$ cat config.mk
export PLATFORM = sky130hd
export DESIGN_NAME = fetch_stage
export DESIGN_NICKNAME = d
export VERILOG_FILES = /design/src/rtl/fetch_stage_pkg.sv /design/src/rtl/if_id_reg.sv /design/src/rtl/fetch_stage.sv
export SDC_FILE = /design/constraint.sdc
export NUM_CORES = 1
export LEC_CHECK = 0
export ABC_AREA = 1
export CAP_MARGIN = 10
export CORE_UTILIZATION = 40
export CTS_CLUSTER_DIAMETER = 200
export CTS_CLUSTER_SIZE = 30
export DETAILED_ROUTE_END_ITERATION = 10
export PLACE_DENSITY = 0.65
export SLEW_MARGIN = 20
export SYNTH_ARGS = -nofsm -noshare
export SYNTH_HDL_FRONTEND = slang
export SYNTH_SLANG_ARGS = --single-unit
$ cat constraint.sdc
create_clock -name clk -period 9.7 [get_ports clk]
set_input_delay 1.455 -clock clk [delete_from_list [all_inputs] [get_ports clk]]
set_output_delay 1.455 -clock clk [all_outputs]
set_load 0.01 [all_outputs]
$ cat src/rtl/fetch_stage_pkg.sv
// Shared types and constants for the fetch stage: FSM state encoding,
// PC arithmetic constants and the IF/ID register layout with its bubble value.
package fetch_stage_pkg;

    typedef enum logic [1:0] {
        S_REQ,
        S_WAIT,
        S_HOLD,
        S_DROP
    } fetch_state_e;

    localparam logic [31:0] RESET_PC = 32'h0000_0000;
    localparam logic [31:0] PC_INC   = 32'd4;
    localparam logic [31:0] PC_AHEAD = 32'd8;

    typedef struct packed {
        logic [31:0] instr;
        logic [31:0] pc_plus8;
        logic        valid;
    } if_id_t;

    localparam if_id_t IF_ID_BUBBLE = '{instr: '0, pc_plus8: '0, valid: 1'b0};

endpackage

$ cat src/rtl/if_id_reg.sv
// IF/ID pipeline register: flush beats stall beats load; otherwise a bubble.
module if_id_reg
    import fetch_stage_pkg::*;
(
    input  logic   clk,
    input  logic   reset,
    input  logic   flush,
    input  logic   stall,
    input  logic   load_en,
    input  if_id_t load_data,
    output if_id_t if_id
);

    if_id_t if_id_q, if_id_d;

    always_comb begin
        if_id_d = IF_ID_BUBBLE;
        if (flush)        if_id_d = IF_ID_BUBBLE;
        else if (stall)   if_id_d = if_id_q;
        else if (load_en) if_id_d = load_data;
    end

    always_ff @(posedge clk or posedge reset) begin
        if (reset) if_id_q <= IF_ID_BUBBLE;
        else       if_id_q <= if_id_d;
    end

    assign if_id = if_id_q;

endmodule

$ cat src/rtl/fetch_stage.sv
// Instruction fetch stage: PC, request FSM and one-entry hold buffer.
// Optional FETCH_PERF_CNT_EN adds the StallCntF busy-cycle counter.
module fetch_stage
    import fetch_stage_pkg::*;
(
    input  logic        clk,
    input  logic        reset,
    input  logic        StallF,
    input  logic        StallD,
    input  logic        FlushD,
    input  logic        BranchTakenE,
    input  logic [31:0] ALUResultE,
    input  logic        PCSrcW,
    input  logic [31:0] ResultW,
    output logic        imem_req,
    output logic [31:0] imem_addr,
    input  logic        imem_gnt,
    input  logic        imem_rvalid,
    input  logic [31:0] imem_rdata,
    output logic [31:0] InstrD,
    output logic [31:0] PCPlus8D,
    output logic        ValidD,
    output logic        FetchBusyF
`ifdef FETCH_PERF_CNT_EN
    ,
    output logic [31:0] StallCntF
`endif
);

    fetch_state_e state_q, state_d;
    logic [31:0]  pc_q, pc_d;
    logic [31:0]  issued_pc_q, issued_pc_d;
    logic [31:0]  hold_instr_q, hold_instr_d;
    logic         redirect;
    logic [31:0]  redirect_target;
    logic         load_en;
    if_id_t       load_data;
    if_id_t       if_id;

    assign redirect        = BranchTakenE | PCSrcW;
    assign redirect_target = BranchTakenE ? ALUResultE : ResultW;

    always_comb begin
        state_d      = state_q;
        pc_d         = pc_q;
        issued_pc_d  = issued_pc_q;
        hold_instr_d = hold_instr_q;
        imem_req     = 1'b0;
        load_en      = 1'b0;
        load_data    = '{instr: imem_rdata, pc_plus8: issued_pc_q + PC_AHEAD, valid: 1'b1};
        unique case (state_q)
            S_REQ: begin
                imem_req = !StallF && !reset;
                // A grant coinciding with a redirect fetched the wrong path
                if (redirect) begin
                    pc_d = redirect_target;
                    if (imem_req && imem_gnt) state_d = S_DROP;
                end else if (imem_req && imem_gnt) begin
                    pc_d        = pc_q + PC_INC;
                    issued_pc_d = pc_q;
                    state_d     = S_WAIT;
                end
            end
            S_WAIT: begin
                if (redirect) begin
                    pc_d    = redirect_target;
                    state_d = imem_rvalid ? S_REQ : S_DROP;
                end else if (imem_rvalid) begin
                    if (StallD) begin
                        hold_instr_d = imem_rdata;
                        state_d      = S_HOLD;
                    end else begin
                        load_en = 1'b1;
                        state_d = S_REQ;
                    end
                end
            end
            S_HOLD: begin
                if (redirect) begin
                    pc_d    = redirect_target;
                    state_d = S_REQ;
                end else if (!StallD) begin
                    load_en         = 1'b1;
                    load_data.instr = hold_instr_q;
                    state_d         = S_REQ;
                end
            end
            S_DROP: begin
                if (redirect)    pc_d    = redirect_target;
                if (imem_rvalid) state_d = S_REQ;
            end
            default: state_d = S_REQ;
        endcase
    end

    always_ff @(posedge clk or posedge reset) begin
        if (reset) begin
            state_q      <= S_REQ;
            pc_q         <= RESET_PC;
            issued_pc_q  <= '0;
            hold_instr_q <= '0;
        end else begin
            state_q      <= state_d;
            pc_q         <= pc_d;
            issued_pc_q  <= issued_pc_d;
            hold_instr_q <= hold_instr_d;
        end
    end

    if_id_reg u_if_id_reg (
        .clk      (clk),
        .reset    (reset),
        .flush    (FlushD),
        .stall    (StallD),
        .load_en  (load_en),
        .load_data(load_data),
        .if_id    (if_id)
    );

    assign imem_addr  = pc_q;
    assign InstrD     = if_id.instr;
    assign PCPlus8D   = if_id.pc_plus8;
    assign ValidD     = if_id.valid;
    assign FetchBusyF = (state_q == S_WAIT) || (state_q == S_DROP);

`ifdef FETCH_PERF_CNT_EN
    logic [31:0] stall_cnt_q, stall_cnt_d;

    always_comb begin
        stall_cnt_d = stall_cnt_q;
        if ((FetchBusyF || state_q == S_HOLD) && stall_cnt_q != '1)
            stall_cnt_d = stall_cnt_q + 32'd1;
    end

    always_ff @(posedge clk or posedge reset) begin
        if (reset) stall_cnt_q <= '0;
        else       stall_cnt_q <= stall_cnt_d;
    end

    assign StallCntF = stall_cnt_q;
`endif

endmodule

==> results.py <==
metrics = {
    "cts": {
        "holdBufCountCts": 0,
        "clockBufferDepth": 2,
        "path_clk_slew_ps": 60,
        "h-tree-depth": 4,
        "clock_latency_ps": 430,
        "cts_sinks": 163,
        "cts_tree": "done",
        "cts_resized": 0,
        "cts-root-buf": "clkbuf_16",
        "post_cts_buffers": 0,
        "numCtsBuffers": 17,
    },
    "worst_hold_path": {
        "min_delay_worst_endpoint": "u_if_id_reg.if_id[3]$_DFFE_PP0P_",
        "hold_class": "reg -> reg",
        "min_from": "issued_pc_q[2]$_DFFE_PP0P_",
        "min_delay_path_depth": 2,
    },
    "worst_setup_path": {
        "crit_path_top_delay_cell": "clkdlybuf4s50_1",
        "required_ps": 8250,
        "setup.worst_path.end_class": "output port",
        "crit_path_start": "reset",
        "path_class": "in -> out",
        "cp_top_family": "buffers and inverters",
        "slowest_delay_ps": 600,
        "timing.rr.start": "state_q[0]$_DFFE_PP0P_",
        "cp_data_arrival_time_ps": 2900,
        "rrSetupSlack_ps": 7110,
        "reg2reg_to": "issued_pc_q[11]$_DFFE_PP0P_",
        "path_buf_inv": 2,
        "path_max_fanout": 3,
        "reg2reg_depth": 5,
        "cp_cell_sequence": "clkdlybuf4s50_1 -> nor3b_1 -> clkdlybuf4s50_1",
        "cp_common_cell": "clkdlybuf4s50_1",
        "start_kind": "primary input",
    },
    "drt": {
        "drt_wl_total_um": 24630,
        "routedWlPerCell_um": 14.72,
        "vias": 8272,
        "final_antenna_net_count": 0,
        "drc": 0,
        "drtIter0Drc": 566,
        "routed_via_density": 4.944,
        "first_pass_iters": 5,
    },
    "yosys": {
        "yosys_warnings": 0,
        "synth_top_area_cell": "dfrtp_1",
        "synthSimpleGateAreaFrac_pct": 30.74,
        "syn-num-nets": 1319,
        "syn_avg_cell_area_um2": 7.163,
        "synthFlopType": "dfrtp_1",
        "yosys-top-cells-area": "dfrtp_1 (47%), nand2_1 (19%), o21ai_0 (10%)",
        "syn-cell-area_um2": 8646,
        "synthAdderAreaFrac_pct": 1.013,
        "synth_top_area_share_pct": 47.18,
        "synth_top_family_by_area": "simple AND/OR/NAND/NOR gates",
        "synth-seq-cells": 163,
        "synthMuxAreaShare_pct": 0.3907,
        "seq_area_frac_synth_pct": 47.18,
        "syn_inst": 1207,
        "synthDistinctLibCells": 30,
        "synth_compound_area_share_pct": 12.76,
        "synth-edff-count": 0,
        "async_flop_share_pct": 100.0,
        "synth_xor_area_share_pct": 0.6078,
    },
    "timing": {
        "slew_headroom_pct": 31.82,
        "rsz0062_at_grt": "false",
        "fin_crit_sh_pct": 44.94,
        "skew_ps": 16.11,
        "fmax_ghz": 0.2294,
        "finalSetupViolCount": 0,
        "final-hold-violation-count": 0,
        "period_minus_slack_ps": 4360,
        "setup_ws_ps": 5340,
        "finalMaxSlewViolations": 0,
        "worstMarginPinSlew_ps": 1019,
        "fin_setup_tns_ps": 0,
    },
    "die": {
        "core_um2": 21090,
        "die_y_um": 149.0,
        "floorplan.initialDensity_pct": 41.00,
        "rows": 53,
        "pin_count": 204,
        "die_w_um": 149.0,
        "die_area_um2": 22210,
    },
    "placement": {
        "dpl.hpwl_um": 17710,
        "io_buffers": 203,
        "pre_cts_ws_ps": 5347,
        "gp_congestion": 0.9353,
    },
    "run_status": {
        "status": "finished, final reports clean",
    },
    "power": {
        "p_leak_nw": 5.318,
        "peakVddDrop_v": 0.0001123,
        "power_mw": 2.396,
        "power.density_nw_per_um2": 208.4,
    },
    "global_routing": {
        "overflow": 0,
        "grt_max_degree": 101,
        "antenna_found_initial": 0,
        "track_usage_pct": 22.78,
        "grt_pass1_wl_um": 39640,
        "grt_pass1_vias": 7699,
    },
    "cells_and_area": {
        "final_util_pct": 54.52,
        "area_delta_synth_final_pct": 32.98,
        "antennaDiodeCount": 0,
        "nets": 1497,
        "largest_reg_flops": 65,
        "drive_gt1_share_pct": 4.149,
    },
    "run": {
        "drv_cap": 0,
    },
}
## cell usage after synthesis, drive strengths merged, types with 2 or more instances
cell	number
xor2	3
nor2	106
inv	106
nand3b	2
nand3	87
o211ai	4
buf	11
nand2	438
nand4	12
xnor2	3
or2	8
o21ai	175
and2	2
dfrtp	163
clkbuf	39
mux2	3
a21oi	33
ha	7
## tightest hold or removal path, delay by kind of cell, from the launching register on
family / cells / cell delay, ps
and+or+nand+nor: 2 / 90
DFF: 1 / 340
## power by group
part           switching (mW)  internal [mW]  total, mW
Sequential              0.183          0.846       1.03
Combinational           0.346          0.285      0.631
Clock                   0.296          0.440      0.735
Total                   0.825           1.57       2.40
## cell usage in the layout (no fill, tap or decap), types with 2 or more instances in the layout
master,n
nand2_1,436
clkdlybuf4s50_1,203
o21ai_0,175
dfrtp_1,163
inv_1,104
nor2_1,104
nand3_1,85
a21oi_1,33
clkbuf_16,17
nand4_1,12
or2_2,8
inv_6,7
ha_1,7
buf_4,6
o211ai_1,4
bufinv_16,4
mux2_2,3
xnor2_1,3
xor2_1,3
nand3b_1,2
and2_1,2
nor2_4,2
nand3_2,2
clkinvlp_4,2
inv_8,2
## cell families after synthesis
kind of cell | after synthesis
AOI/OAI and AO/OA | 215
xor gates and xnor gates | 6
adders and majority gates | 7
buffers and inverters | 157
DFF | 163
muxes | 3
and+or+nand+nor | 656
## per-layer routing
layer | routed length (um) | vias to the layer above | part of all wire (%) | track usage [%]
met5 | 0 | - | 0 | 0
met4 | 417 | 0 | 1.7 | 6.684
met3 | 1412 | 27 | 5.7 | 3.914
met2 | 10900 | 248 | 44 | 35.12
met1 | 11900 | 3788 | 48 | 32.67
li1 | - | 4209 | - | -
## layout make-up
type                            instances  area, um2
Clock buffer                           18      429.2
Clock inverter                         14      210.2
Fill cell                            2076       9590
Inverter                              107      407.9
Multi-Input combinational cell        887       3950
Sequential cell                       163       4079
Tap cell                              275      344.1
Timing Repair Buffer                  209       2077
## stage by stage
step | instance area [um2] | hold slack (ps) | std cells
after floorplan | 8646 | 442.2 | 1207
after global placement | 10860 | 454.1 | 1641
after detailed placement | 10860 | 460.5 | 1641
after CTS | 11500 | 476.4 | 1673
after global routing | 11500 | 501.0 | 1673
final | 11500 | 471.3 | 1673
## how the worst max path moves through the flow
| stage | end | depth (start not counted) |
|---|---|---|
| after floorplan | hold_instr_q[0]$_DFFE_PP0P_ | 1 |
| after global placement | imem_req | 3 |
| after detailed placement | imem_req | 3 |
| after CTS | imem_req | 3 |
| after global routing | imem_req | 3 |
| final | imem_req | 3 |
Note: power is estimated with default switching activity, not from simulation.
==> patch 1: new RTL, same settings <==
Encoding of `fetch_state_e`: now one-hot (4 bits for 4 states).
--- a/src/rtl/fetch_stage_pkg.sv
+++ b/src/rtl/fetch_stage_pkg.sv
@@ -2,11 +2,11 @@
 // PC arithmetic constants and the IF/ID register layout with its bubble value.
 package fetch_stage_pkg;
 
-    typedef enum logic [1:0] {
-        S_REQ,
-        S_WAIT,
-        S_HOLD,
-        S_DROP
+    typedef enum logic [3:0] {
+        S_REQ  = 4'b0001,
+        S_WAIT = 4'b0010,
+        S_HOLD = 4'b0100,
+        S_DROP = 4'b1000
     } fetch_state_e;
 
     localparam logic [31:0] RESET_PC = 32'h0000_0000;
Function: same outputs for any inputs over 4 cycles, from zero or initial values and one cycle with reset high; so few cycles prove little.
==> patch 1 against the original RTL <==
- the run now ends with DRC left
- non-clock buffer count shrank 1
- sequential cell count rose by 2
- cell area increased by 2.6%
- power rose by 8.6%
- synthesized area is 5.1% higher
- wire length fell by 2.9%
- worst setup slack improved by 0.16 ns
- critical path type unchanged
- largest power group unchanged
==> patch 1: results (changes against the original RTL) <==
Cells and area
  – Non-clock buffer count: 208 (-0.48%)
  – Clock-cell share of area: 5.115% (-0.45 points)
  – Nets: 1,474 (-1.5%)
  – Logic inverters: 103 (-3.7%)
  – Ant diodes: 0 (unchanged)
  – Share of cells above drive strength 1: 7.469% (+3.3 points)
  – Buffering overhead: 17.55% (-0.51 points)
  – Footprint of the multi-input gates: 0.004242 sq mm (+7.4%)
  – Filler instances: 2,145 (+3.3%)
  – Multi-input gates: 872 (-1.7%)
  – Final Instance Count excl. Fillers: 1,659 (-0.84%)
  – Sequential Area: 0.004130 sq mm (+1.3%)

Pwr
  – Pwr/cell area: 220.6 mW/mm^2 (+5.9%)
  – Sequential power: 1.06 mW
  – Clock power frac: 26.9% (-3.8 points)
  – Max rail drop VDD: 0.1109 mV (-1.2%)
  – Sw Share: 37.57% (+3.1 points)
  – P_leak: 5.315 nW (about the same)

GRT
  – Global-route wire length before repair: 39.65 mm (about the same)
  – Global Route Usage Sum: 21.28% (-1.5 points)
  – Largest net degree at the start of global routing: 97 (-4.0%)
  – Number of global-route vias before repair: 7,528 (-2.2%)
  – GR Util met3: 4.238% (+0.32 points)
  – Met1 GRT Util: 31.05% (-1.6 points)
  – Antenna violations before repair: 1 (+1)
  – Met2 Resource Use GR: 32.00% (-3.1 points)

Synth
  – Syn nets: 1,295 (-1.8%)
  – Post-synth top cells: 372 x nand2_1, 164 x dfrtp_1, 130 x nor2_1, 118 x o21ai_0, 100 x inv_1
  – Largest cells by area after synthesis: dfrtp_1 45%, nand2_1 15%, o21ai_0 6.5%, nor2_1 5.4%, nand3_1 4.2%
  – Synth unique cells: 44 (+47%)
  – Avg Cell Area, Syn: 7.650 sq um (+6.8%)
  – Sequential fraction of the synthesis area: 45.44% (-1.7 points)

Clocking
  – Post-CTS resize count: 0 (unchanged)
  – Post-CTS Repair Setup Buffers: 0 (unchanged)
  – Clock Sinks: 165 (+1.2%)

Status
  – Status: complete, but fails checks
  – Failing checks: DRC

Route
  – Vias per cell: 4.976 (+0.64%)
  – Met2 routed WL: 10.30 mm (-5.5%)
  – Final WL: 23.92 mm (-2.9%)
  – DR top layer: met5
  – Residual DRC: 10 (+10)
  – WL met1: 11.80 mm (-0.80%)
  – Drt first pass iters: 11 (+6)
  – DRT iter0 DRCs: 536 (-5.3%)
  – DR WL met3: 1.489 mm (+5.5%)

Setup path
  – Worst r2r src: state_q[0]$_DFFE_PP1P_
  – Worst reg-to-reg setup slack: 7.52 ns (+0.41 ns)
  – CP arrival: 2.74 ns (-0.16 ns)
  – Worst R2R End: issued_pc_q[8]$_DFFE_PP0P_
  – CP peak stage delay: 0.56 ns (-0.04 ns)
  – Delay-heaviest family, CP: buffers and inverters
  – Worst reg2reg path depth: 6 (+1)

STA
  – Slew margin rel.: 40.50% (+8.7 points)
  – Final clock skew: 0.01216 ns (-0.003955 ns)

Placement
  – GP Congestion: 0.8509 (-9.0%)
  – Detailed Place HPWL: 17.38 mm (-1.8%)
  – Placed insts: 1,628 (-0.79%)
  – I/O Buffers: 203 (unchanged)
## patch 1: cell types whose count changed in the layout (fill, tap and decap cells not counted), sizes merged, moves of 4 or more
cell   change
a21oi     -18
nand2     -61
mux2i      +9
nor2      +44
inv        -7
o21ai      +8
ha         -5
a22o       +4
or2        -7
xor2       +5
## patch 1: how the worst min path moves through the flow
stage | cells past startpoint | from | to | slack, ns
floorplan | 2 | hold_instr_q[6]$_DFFE_PP0P_ | hold_instr_q[6]$_DFFE_PP0P_ | 0.45
detailed placement | 2 | hold_instr_q[25]$_DFFE_PP0P_ | hold_instr_q[25]$_DFFE_PP0P_ | 0.46
CTS | 2 | hold_instr_q[13]$_DFFE_PP0P_ | hold_instr_q[13]$_DFFE_PP0P_ | 0.48
finish | 2 | hold_instr_q[22]$_DFFE_PP0P_ | hold_instr_q[22]$_DFFE_PP0P_ | 0.47
global route | 2 | hold_instr_q[18]$_DFFE_PP0P_ | hold_instr_q[18]$_DFFE_PP0P_ | 0.49
global placement | 2 | hold_instr_q[27]$_DFFE_PP0P_ | hold_instr_q[27]$_DFFE_PP0P_ | 0.46
## patch 1: logic make-up after synthesis
kind of cell	Yosys count	share of synthesized area, %
buffers and inverters	151	7.971
muxes	13	1.652
and+or+nand+nor	628	30.00
xor gates and xnor gates	12	1.156
DFF	165	45.44
AOI/OAI and AO/OA	217	13.50
adders and majority gates	2	0.2753
## patch 1: through the flow
| step | setup WS [ns] | util, % | area [sq um] |
|---|---|---|---|
| 2_1_floorplan | 3.785 | - | 9089 |
| 3_3_place_gp | 5.508 | 50.80 | 11190 |
| 3_5_place_dp | 5.499 | 50.80 | 11190 |
| 4_1_cts | 5.491 | 53.53 | 11790 |
| 5_1_grt | 5.452 | 53.53 | 11790 |
| 6_report | 5.502 | 53.53 | 11790 |
==> patch 2: new RTL, same settings <==
Made on the original files. Build with the macro `FETCH_PERF_CNT_EN` defined.
--- a/src/rtl/fetch_stage.sv
+++ b/src/rtl/fetch_stage.sv
@@ -1,5 +1,7 @@
 // Instruction fetch stage: PC, request FSM and one-entry hold buffer.
 // Optional FETCH_PERF_CNT_EN adds the StallCntF busy-cycle counter.
+`define FETCH_PERF_CNT_EN
+
 module fetch_stage
     import fetch_stage_pkg::*;
 (
Function (old outputs only; new: StallCntF): kept (Yosys induction, for registers that start in step).
==> patch 2 against the original RTL <==
- the run now ends with DRC left
- power grew 13%
- worst setup slack lost 0.25 ns
- wire length grew 26%
- sequential cell count grew 32
- synthesized area grew 25%
- utilization shrank 1.3 points
- largest power group unchanged
- die area grew 25%
- cell area grew 22%
==> patch 2: results (changes against the original RTL) <==
Pwr
  – P_leak: 6.397 nW (+20%)
  – Pwr/cell area: 193.8 mW/mm^2 (-7.0%)
  – Comb. pwr: 0.797 mW (+26%)
  – Power, Total: 2.711 mW (+13%)
  – Switching power total: 1.044 mW (+27%)
  – Max rail drop VDD: 0.1064 mV (-5.3%)
  – Sequential Power Share: 43.7% (+0.7 points)

Clocking
  – Worst-Skew Late Latency: 0.45 ns (+0.02 ns)
  – Clock-pin slew on the worst setup and hold paths: 0.08 ns (+0.02 ns)
  – Clock Sinks: 195 (+20%)

Route
  – Vias per cell: 4.981 (+0.75%)
  – Residual DRC: 17 (+17)
  – Drt first pass iters: 9 (+4)
  – Final WL: 31.09 mm (+26%)
  – DRT iter0 DRCs: 811 (+43%)

Status
  – Status: complete, but fails checks
  – Failing checks: DRC

Synth
  – Sequential fraction of the synthesis area: 45.19% (-2.0 points)
  – Top_reg_cell synth: dfrtp_1
  – Largest cells by area after synthesis: dfrtp_1 45%, nand2_1 20%, o21ai_0 7.0%, nor2_1 4.7%, inv_1 4.7%
  – Synth unique cells: 39 (+30%)
  – Post-synth top cells: 586 x nand2_1, 195 x dfrtp_1, 152 x o21ai_0, 136 x nor2_1, 134 x inv_1
  – Syn nets: 1,646 (+25%)
  – Top cell type's share of synthesized area: 45.19% (-2.0 points)

Setup path
  – CP endpoint: imem_req
  – Worst reg-to-reg setup slack: 6.86 ns (-0.25 ns)
  – CP peak stage delay: 0.67 ns (+0.07 ns)
  – Critical Path Source: reset
  – Worst R2R End: u_if_id_reg.if_id[15]$_DFFE_PP0P_
  – Worst r2r src: state_q[1]$_DFFE_PP0P_
  – Delay-heaviest family, CP: buffers and inverters
  – Worst reg2reg path depth: 8 (+3)
  – CP arrival: 3.16 ns (+0.26 ns)

Cells and area
  – Max reg flops: 65 (unchanged)
  – Multi-input gates: 1,142 (+29%)
  – Nets: 1,850 (+24%)
  – Logic inverters: 141 (+32%)
  – Buffering overhead: 17.09% (-0.98 points)
  – Clock-cell share of area: 4.392% (-1.2 points)
  – Sequential Area: 0.004880 sq mm (+20%)
  – Filler instances: 2,578 (+24%)
  – Fraction of area in multi-input gates: 36.80% (+2.4 points)
  – Non-clock buffer count: 240 (+15%)
  – Share of cells above drive strength 1: 4.057% (-0.092 points)

Floorplan
  – Core area: 0.02628 sq mm (+25%)

Placement
  – Area after DPL: 0.01337 sq mm (+23%)
  – I/O Buffers: 235 (+16%)
  – GP Congestion: 0.8907 (-4.8%)
  – Detailed Place HPWL: 22.33 mm (+26%)
  – Pre-CTS setup slack: 5.183 ns (-0.1639 ns)

GRT
  – Global Route Usage Sum: 23.04% (+0.25 points)
  – Number of global-route vias before repair: 9,727 (+26%)
  – Global-route wire length before repair: 51.19 mm (+29%)
  – Largest net degree at the start of global routing: 142 (+41%)

STA
  – Worst-margin pin slew: 0.9856 ns (-0.03353 ns)
  – Final clock skew: 0.01646 ns (+0.0003481 ns)
  – Fmax: 216.7 MHz (-5.5%)

Hold path
  – HP Start: u_if_id_reg.if_id[25]$_DFFE_PP0P_
  – Hold endpoint: u_if_id_reg.if_id[25]$_DFFE_PP0P_
==> patch 2: per-stage QoR <==
| step | hold WS, ns | std cells |
|---|---|---|
| floorplan | 0.4479 | 1533 |
| global placement | 0.4620 | 2053 |
| detailed placement | 0.4638 | 2053 |
| CTS | 0.4851 | 2085 |
| global route | 0.4959 | 2085 |
| finish | 0.4812 | 2085 |
==> patch 2: metal layers <==
layer / up-vias / share of wire [%] / GRT usage (%)
met4: 0 / 1.1 / 5.475
met5: - / 0 / 0
met3: 30 / 7.1 / 4.409
met1: 4719 / 49 / 33.65
li1: 5301 / - / -
met2: 336 / 43 / 35.13
==> patch 2: logic make-up (layout without fill, tap and decap cells) <==
kind of cell               after synthesis  after routing  synth area share (%)
DFF                                    195            195                 45.19
AOI/OAI and AO/OA                      248            248                 12.02
buffers and inverters                  196            413                 7.288
and+or+nand+nor                        867            867                 33.04
adders and majority gates                8              8                0.9269
xor gates and xnor gates                19             19                 1.541
